$ cat src/rtl/kick_sequencer_if.sv
// Kicker sequencer signal bundle: request side (radio/auto-kick),
// sensor inputs, and power-stage/status outputs.
interface kick_sequencer_if;
   logic       enable;
   logic       cap_full;
   logic       ir;
   logic       cmd_req;
   logic [2:0] cmd_strength;
   logic       auto_req;
   logic [2:0] auto_strength;
   logic       cmd_ack;
   logic       auto_ack;
   logic       charge_en;
   logic       fire;
   logic       ready;
   logic       busy;
   logic       kick_done;
   logic       timeout;
   logic [7:0] kick_count;

   // Requester / environment side
   modport master (
      output enable, cap_full, ir, cmd_req, cmd_strength, auto_req, auto_strength,
      input  cmd_ack, auto_ack, charge_en, fire, ready, busy, kick_done, timeout,
             kick_count
   );

   // Sequencer side
   modport slave (
      input  enable, cap_full, ir, cmd_req, cmd_strength, auto_req, auto_strength,
      output cmd_ack, auto_ack, charge_en, fire, ready, busy, kick_done, timeout,
             kick_count
   );
endinterface

$ cat src/rtl/kick_sequencer.sv
// Kicker power-stage sequencer: charge, arbitrate kick requests, wait for
// the ball, fire a bounded solenoid pulse, then cool down before recharging.
// All outputs are registered and decoded from the next state.
module kick_sequencer #(
   parameter int unsigned CHARGE_CYCLES   = 1000000,
   parameter int unsigned FIRE_UNIT       = 50000,
   parameter int unsigned COOLDOWN_CYCLES = 200000,
   parameter int unsigned ARM_TIMEOUT     = 5000000
) (
   input logic              clk,
   input logic              rst_n,
   kick_sequencer_if.slave  bus
);

   function automatic int unsigned max2(input int unsigned a, input int unsigned b);
      return (a > b) ? a : b;
   endfunction

   localparam int unsigned FIRE_MAX = 7 * FIRE_UNIT;
   localparam int unsigned CNT_MAX  = max2(max2(CHARGE_CYCLES, FIRE_MAX),
                                           max2(COOLDOWN_CYCLES, ARM_TIMEOUT));
   localparam int unsigned CNT_W    = $clog2(CNT_MAX + 1);

   localparam logic [CNT_W-1:0] CHARGE_LAST = CNT_W'(CHARGE_CYCLES - 1);
   localparam logic [CNT_W-1:0] COOL_LAST   = CNT_W'(COOLDOWN_CYCLES - 1);
   localparam logic [CNT_W-1:0] ARM_LAST    = CNT_W'(ARM_TIMEOUT - 1);
   localparam logic [CNT_W-1:0] FIRE_UNIT_C = CNT_W'(FIRE_UNIT);

   typedef enum logic [2:0] {
      S_IDLE,
      S_CHARGING,
      S_READY,
      S_ARMED,
      S_FIRE,
      S_COOLDOWN
   } state_t;

   state_t           r_state;
   state_t           w_state_next;
   logic [CNT_W-1:0] r_cnt;
   logic [CNT_W-1:0] w_cnt_next;
   logic [CNT_W-1:0] w_fire_last;
   logic [2:0]       r_strength;
   logic             w_cmd_valid;
   logic             w_auto_valid;
   logic             w_accept_cmd;
   logic             w_accept_auto;
   logic             w_timeout;
   logic             w_kick_done;

   logic             r_cmd_ack;
   logic             r_auto_ack;
   logic             r_charge_en;
   logic             r_fire;
   logic             r_ready;
   logic             r_busy;
   logic             r_kick_done;
   logic             r_timeout;
   logic [7:0]       r_kick_count;

   assign w_cmd_valid  = bus.cmd_req  && (bus.cmd_strength  != 3'd0);
   assign w_auto_valid = bus.auto_req && (bus.auto_strength != 3'd0);
   assign w_fire_last  = CNT_W'(r_strength) * FIRE_UNIT_C - CNT_W'(1);

   // Next-state, arbitration and event decode; enable=0 overrides everything
   always_comb begin
      w_state_next  = r_state;
      w_accept_cmd  = 1'b0;
      w_accept_auto = 1'b0;
      w_timeout     = 1'b0;
      w_kick_done   = 1'b0;
      if (!bus.enable) begin
         w_state_next = S_IDLE;
      end else begin
         case (r_state)
            S_IDLE:     w_state_next = S_CHARGING;
            S_CHARGING: if (bus.cap_full || (r_cnt == CHARGE_LAST)) w_state_next = S_READY;
            S_READY: begin
               if (w_cmd_valid) begin
                  w_accept_cmd = 1'b1;
                  w_state_next = S_ARMED;
               end else if (w_auto_valid) begin
                  w_accept_auto = 1'b1;
                  w_state_next  = S_ARMED;
               end
            end
            S_ARMED: begin
               if (bus.ir) begin
                  w_state_next = S_FIRE;
               end else if (r_cnt == ARM_LAST) begin
                  w_timeout    = 1'b1;
                  w_state_next = S_CHARGING;
               end
            end
            S_FIRE: begin
               if (r_cnt == w_fire_last) begin
                  w_kick_done  = 1'b1;
                  w_state_next = S_COOLDOWN;
               end
            end
            S_COOLDOWN: if (r_cnt == COOL_LAST) w_state_next = S_CHARGING;
            default:    w_state_next = S_IDLE;
         endcase
      end
   end

   // Shared counter: clears on any state entry, counts only in timed states
   always_comb begin
      w_cnt_next = r_cnt;
      if (w_state_next != r_state) begin
         w_cnt_next = '0;
      end else if ((r_state == S_CHARGING) || (r_state == S_ARMED) ||
                   (r_state == S_FIRE)     || (r_state == S_COOLDOWN)) begin
         w_cnt_next = r_cnt + CNT_W'(1);
      end
   end

   // State, counter, latched strength and next-state-decoded registered outputs
   always_ff @(posedge clk or negedge rst_n) begin
      if (!rst_n) begin
         r_state      <= S_IDLE;
         r_cnt        <= '0;
         r_strength   <= '0;
         r_cmd_ack    <= 1'b0;
         r_auto_ack   <= 1'b0;
         r_charge_en  <= 1'b0;
         r_fire       <= 1'b0;
         r_ready      <= 1'b0;
         r_busy       <= 1'b0;
         r_kick_done  <= 1'b0;
         r_timeout    <= 1'b0;
         r_kick_count <= '0;
      end else begin
         r_state     <= w_state_next;
         r_cnt       <= w_cnt_next;
         if (w_accept_cmd) begin
            r_strength <= bus.cmd_strength;
         end else if (w_accept_auto) begin
            r_strength <= bus.auto_strength;
         end
         r_cmd_ack   <= w_accept_cmd;
         r_auto_ack  <= w_accept_auto;
         r_charge_en <= (w_state_next == S_CHARGING) || (w_state_next == S_READY);
         r_fire      <= (w_state_next == S_FIRE);
         r_ready     <= (w_state_next == S_READY);
         r_busy      <= (w_state_next == S_ARMED) || (w_state_next == S_FIRE) ||
                        (w_state_next == S_COOLDOWN);
         r_kick_done <= w_kick_done;
         r_timeout   <= w_timeout;
         if (w_kick_done && (r_kick_count != '1)) begin
            r_kick_count <= r_kick_count + 8'd1;
         end
      end
   end

   assign bus.cmd_ack    = r_cmd_ack;
   assign bus.auto_ack   = r_auto_ack;
   assign bus.charge_en  = r_charge_en;
   assign bus.fire       = r_fire;
   assign bus.ready      = r_ready;
   assign bus.busy       = r_busy;
   assign bus.kick_done  = r_kick_done;
   assign bus.timeout    = r_timeout;
   assign bus.kick_count = r_kick_count;

endmodule

$ cat src/flat_wrapper.sv
// flat-port wrapper written by rule: the top's interface ports become plain ports
module kick_sequencer_flat 
#(
   parameter int unsigned CHARGE_CYCLES   = 1000000,
   parameter int unsigned FIRE_UNIT       = 50000,
   parameter int unsigned COOLDOWN_CYCLES = 200000,
   parameter int unsigned ARM_TIMEOUT     = 5000000
)
  (clk, rst_n, bus_enable, bus_cap_full, bus_ir, bus_cmd_req, bus_cmd_strength, bus_auto_req, bus_auto_strength, bus_cmd_ack, bus_auto_ack, bus_charge_en, bus_fire, bus_ready, bus_busy, bus_kick_done, bus_timeout, bus_kick_count);
  kick_sequencer_if bus_i ();
  input logic clk;
  input logic rst_n;
  input wire logic [$bits(bus_i.enable)-1:0] bus_enable;
  input wire logic [$bits(bus_i.cap_full)-1:0] bus_cap_full;
  input wire logic [$bits(bus_i.ir)-1:0] bus_ir;
  input wire logic [$bits(bus_i.cmd_req)-1:0] bus_cmd_req;
  input wire logic [$bits(bus_i.cmd_strength)-1:0] bus_cmd_strength;
  input wire logic [$bits(bus_i.auto_req)-1:0] bus_auto_req;
  input wire logic [$bits(bus_i.auto_strength)-1:0] bus_auto_strength;
  output wire logic [$bits(bus_i.cmd_ack)-1:0] bus_cmd_ack;
  output wire logic [$bits(bus_i.auto_ack)-1:0] bus_auto_ack;
  output wire logic [$bits(bus_i.charge_en)-1:0] bus_charge_en;
  output wire logic [$bits(bus_i.fire)-1:0] bus_fire;
  output wire logic [$bits(bus_i.ready)-1:0] bus_ready;
  output wire logic [$bits(bus_i.busy)-1:0] bus_busy;
  output wire logic [$bits(bus_i.kick_done)-1:0] bus_kick_done;
  output wire logic [$bits(bus_i.timeout)-1:0] bus_timeout;
  output wire logic [$bits(bus_i.kick_count)-1:0] bus_kick_count;
  assign bus_i.enable = bus_enable;
  assign bus_i.cap_full = bus_cap_full;
  assign bus_i.ir = bus_ir;
  assign bus_i.cmd_req = bus_cmd_req;
  assign bus_i.cmd_strength = bus_cmd_strength;
  assign bus_i.auto_req = bus_auto_req;
  assign bus_i.auto_strength = bus_auto_strength;
  assign bus_cmd_ack = bus_i.cmd_ack;
  assign bus_auto_ack = bus_i.auto_ack;
  assign bus_charge_en = bus_i.charge_en;
  assign bus_fire = bus_i.fire;
  assign bus_ready = bus_i.ready;
  assign bus_busy = bus_i.busy;
  assign bus_kick_done = bus_i.kick_done;
  assign bus_timeout = bus_i.timeout;
  assign bus_kick_count = bus_i.kick_count;
  kick_sequencer #(.CHARGE_CYCLES(CHARGE_CYCLES), .FIRE_UNIT(FIRE_UNIT), .COOLDOWN_CYCLES(COOLDOWN_CYCLES), .ARM_TIMEOUT(ARM_TIMEOUT)) u_core (.clk(clk), .rst_n(rst_n), .bus(bus_i));
endmodule
$ cat config.mk
export PLATFORM = sky130hd
export DESIGN_NAME = kick_sequencer_flat
export DESIGN_NICKNAME = d
export VERILOG_FILES = /design/src/rtl/kick_sequencer_if.sv /design/src/rtl/kick_sequencer.sv /design/src/flat_wrapper.sv
export SDC_FILE = /design/constraint.sdc
export NUM_CORES = 1
export LEC_CHECK = 0
export CAP_MARGIN = 10
export CORE_ASPECT_RATIO = 0.9
export CORE_MARGIN = 8
export CORE_UTILIZATION = 60
export DETAILED_ROUTE_END_ITERATION = 8
export GPL_ROUTABILITY_DRIVEN = 0
export HOLD_SLACK_MARGIN = 0.1
export PLACE_DENSITY = 0.86
export REMOVE_ABC_BUFFERS = 1
export SETUP_SLACK_MARGIN = 0.15
export SYNTH_ARGS = -nofsm -noshare
export SYNTH_HDL_FRONTEND = slang
export SYNTH_SLANG_ARGS = --single-unit
$ cat constraint.sdc
create_clock -name clk -period 12.06 [get_ports clk]
set_clock_uncertainty 0.15 [all_clocks]
set_input_delay 1.206 -clock clk [delete_from_list [all_inputs] [get_ports clk]]
set_output_delay 1.206 -clock clk [all_outputs]
set_load 0.05 [all_outputs]
==> flow_summary_export.csv <==
group,metric,value,unit
outcome,status,"complete, no violations",
synthesis,share_of_the_synthesized_area_in_compound_gates_ao_oa_aoi_oai,0.122,
synthesis,postSynthAreaPerCell,8.59,sq um
floorplan,die_h,86.9,microns
floorplan,die_area,0.00823,sq mm
sta,finalMaxSlewViolations,0,
sta,final.period_utilization,0.405,
sta,timing.fmax,205,MHz
synthesis,synth_area,0.00335,sq mm
floorplan,ioPinCount,29,
floorplan,initial_utilization,0.630,
cells_and_area,layout-drive-gt1-share,0.0560,
synthesis,synth_top_flop_cell,"dfrtp_1",
setup_path,timing.critical_path.arrival,4.92,ns
route,route.antenna.remaining_nets,0,
global_route,antenna_found_initial,0,
setup_path,worst_setup_path_end_kind,"flip-flop",
job,max_cap_violations,0,
global_route,pin_count_of_the_biggest_net_entering_global_routing,46,
global_route,vias_in_the_first_global_route,3068,
clock_tree,clk_path_buf_depth,2,
placement,hpwlAfterDp,6.57,mm
synthesis,synth_top_cell_by_area,"dfrtp_1",
sta,grt_setup_unrepaired,"false",
clock_tree,numClockSinks,45,
sta,tightest_slew,1.00,ns
synthesis,synth.lib_cells_used.distinct,60,
sta,finalCriticalPeriod,4.89,ns
synthesis,number_of_flops_mapped_to_enable_cells_by_yosys,0,
synthesis,post_synthesis_async_set_or_reset_flop_share,1.00,
clock_tree,postCtsSetupBuffers,0,
setup_path,crit_path_max_fanout,10,
clock_tree,tritoncts,"yes",
global_route,grt.total_usage,0.221,
placement,numPlacedInstances,470,
setup_path,required,12.10,ns
sta,totalNegativeSetupSlack,0,ns
cells_and_area,layout.nets,437,
synthesis,synth_top_cell_area_share,0.336,
cells_and_area,stdcell_area,0.00375,sq mm
route,route.detailed.wl_per_inst,18.4,microns
placement,buffer_ports.inserted,28,
setup_path,setup.worst_path.class,"flip-flop to flip-flop",
synthesis,synth.area.mux_share,0.0239,
synthesis,postSynthRegisterBits,45,
power_and_ir_drop,max-vdd-ir-drop,0.117,mV
clock_tree,cts-root-buf,"clkbuf_8",
global_route,grt_first_pass_wirelength,14.6,mm
setup_path,slowest_stage,"a2111oi_0",
synthesis,syn_inst,390,
route,initialDrtViolationCount,464,
hold_path,hp-class,"flip-flop to flip-flop",
route,drt_pass1_iterations,5,
synthesis,largest_family_of_logic_cells_by_synthesized_area,"simple AND/OR/NAND/NOR gates",
clock_tree,clock_latency,0.30,ns
synthesis,synth-adder-area-share,0.0523,
setup_path,critPathMaxStageDelay,0.71,ns
synthesis,yosys_warnings,0,
setup_path,cp-start-kind,"flip-flop",
route,drt_drc_violations_left,0,
cells_and_area,final_core_utilization,0.706,
sta,finalSetupViolations,0,
cells_and_area,n_antenna_cell,0,
floorplan,fp.coreArea,0.00532,sq mm
power_and_ir_drop,power_density,202,mW/mm^2
route,dr_vias,3134,
synthesis,synth.area.top_cells,"dfrtp_1 (34%), xnor2_1 (9.9%), nor2_1 (5.7%)",
route,vias_per_cell,6.56,
clock_tree,cts_buffers,5,
floorplan,rows,25,
clock_tree,cts_hold_repair.buffers,0,
sta,finalHoldViolations,0,
global_route,grt-ovfl-total,0,
synthesis,synth_sequential_area_ratio,0.336,
clock_tree,h_tree_lvl_count,2,
clock_tree,cts_resized,0,
clock_tree,clk_pin_slew_worst_paths,0.08,ns
route,totalWireLength,8.79,mm
cells_and_area,layoutNonFillerInstCount,478,
floorplan,dieWidth,94.7,microns
setup_path,cp_cell_sequence,"inv_1 > ha_1 > ha_1 > xor2_2 > mux2_4 > nor3_1 > xor2_1 > a2111oi_0 > o2111ai_1 > nor3_1 > nand3_1 > xnor2_1",
power_and_ir_drop,leakage,1.53,nW
placement,dpl_cell_area,0.00364,sq mm
synthesis,synth-simple-area-share,0.278,
cells_and_area,areaGrowthSynthToFinish,12.1,%
sta,maxSlewHeadroom,0.333,
synthesis,synth_xor_area_frac,0.148,
[area by class of cell]
class                      instances  area, sq um
multi-input combinational        314         2090
clock inverter                     1         30.0
fill                             447         1570
sequential                        45         1130
tap                               67         83.8
clock buffer                       7         86.3
timing repair buffer              29          283
inverter                          15         56.3
[per-stage QoR]
step / power (mW) / hold slack, ns / setup slack [ns]
after floorplan: 0.519 / 0.355 / 7.70
after global placement: 0.604 / 0.338 / 7.56
after detailed placement: 0.626 / 0.342 / 7.33
after CTS: 0.747 / 0.353 / 7.27
after global routing: 0.806 / 0.371 / 6.89
final: 0.760 / 0.356 / 7.17
[cell usage in the layout, fill, tap and decap left out, types with 3 or more instances in the layout]
cell,netlist,final
nand4_1,11,11
xnor2_1,38,38
or4_1,4,4
mux2i_1,5,5
a21oi_1,14,14
clkdlybuf4s50_1,0,27
nor2_1,51,51
o21ai_0,12,12
a31oi_1,4,4
or2_1,3,3
inv_1,15,15
o21bai_1,3,3
clkbuf_8,0,6
o31ai_1,3,3
nor2b_1,4,4
dfrtp_1,45,45
nand2_1,24,24
nor3_1,14,14
nand3_1,21,21
and2_1,10,10
nor4_1,5,5
nand2b_1,4,4
ha_1,14,14
and3_1,8,8
or2_2,5,5
xor2_1,14,14
[synthesized netlist by cell type, types with 3 or more instances]
cell type,count
nor2_1,51
dfrtp_1,45
xnor2_1,38
nand2_1,24
nand3_1,21
inv_1,15
a21oi_1,14
ha_1,14
nor3_1,14
xor2_1,14
o21ai_0,12
nand4_1,11
and2_1,10
clkbuf_1,10
and3_1,8
mux2i_1,5
nor4_1,5
or2_2,5
a31oi_1,4
nand2b_1,4
nor2b_1,4
or4_1,4
o21bai_1,3
o31ai_1,3
or2_1,3
[critical path, delay by kind of cell, from the launching register on]
| kind | cells | cell delay [ns] |
|---|---|---|
| simple gates | 3 | 1.06 |
| mux | 1 | 0.33 |
| compound gates | 2 | 1.10 |
| fa+ha+maj | 2 | 0.83 |
| flops | 1 | 0.57 |
| xor+xnor | 3 | 0.54 |
| buf+inv | 1 | 0.19 |
[power by group]
group          internal [mW]  total (mW)  switching, mW
sequential             0.159       0.177         0.0178
clock                 0.0676       0.118         0.0505
combinational          0.177       0.465          0.288
[metal layers]
metal | global-route usage | share of wire | wire length (microns)
met5 | 0 | 0 | 0
met4 | 0.108 | 0.039 | 340
met3 | 0.0509 | 0.10 | 888
met2 | 0.361 | 0.48 | 4250
met1 | 0.268 | 0.38 | 3320
[path summary, 6_finish.rpt]
kind                            slack, ns  cells past startpoint                  endpoint                     start
worst max-delay path                 7.17                     12  u_core.bus.kick_count[5]      u_core.r_strength[0]
worst min-delay path                 0.36                      1  u_core.bus.kick_count[4]  u_core.bus.kick_count[4]
worst max register to register       7.17                     12  u_core.bus.kick_count[5]      u_core.r_strength[0]
worst min register to register       0.36                      1  u_core.bus.kick_count[4]  u_core.bus.kick_count[4]
max in group asynchronous           10.22                      1          u_core.r_cnt[22]                     rst_n
min in group asynchronous            0.92                      1          u_core.bus.ready                     rst_n
[registers in the layout, indices dropped and copies added, names as in the netlist]
signal,cells
u_core.bus.kick_done,1
u_core.bus.charge_en,1
u_core.r_state,3
u_core.bus.busy,1
u_core.bus.kick_count,8
u_core.bus.ready,1
u_core.bus.fire,1
u_core.r_strength,3
u_core.bus.timeout,1
u_core.bus.cmd_ack,1
u_core.r_cnt,23
u_core.bus.auto_ack,1
[cell families (layout without fill, tap and decap cells)]
| kind of cell | count (synthesis) | after routing |
|---|---|---|
| AND/OR/NAND/NOR | 179 | 179 |
| AO/OA/AOI/OAI | 60 | 60 |
| XOR/XNOR | 54 | 54 |
| flip-flops | 45 | 45 |
| buffers and inverters | 31 | 52 |
| adder cells (fa/ha/maj) | 14 | 14 |
| multiplexers | 7 | 7 |
No activity file was read; power rests on OpenSTA's default activity.
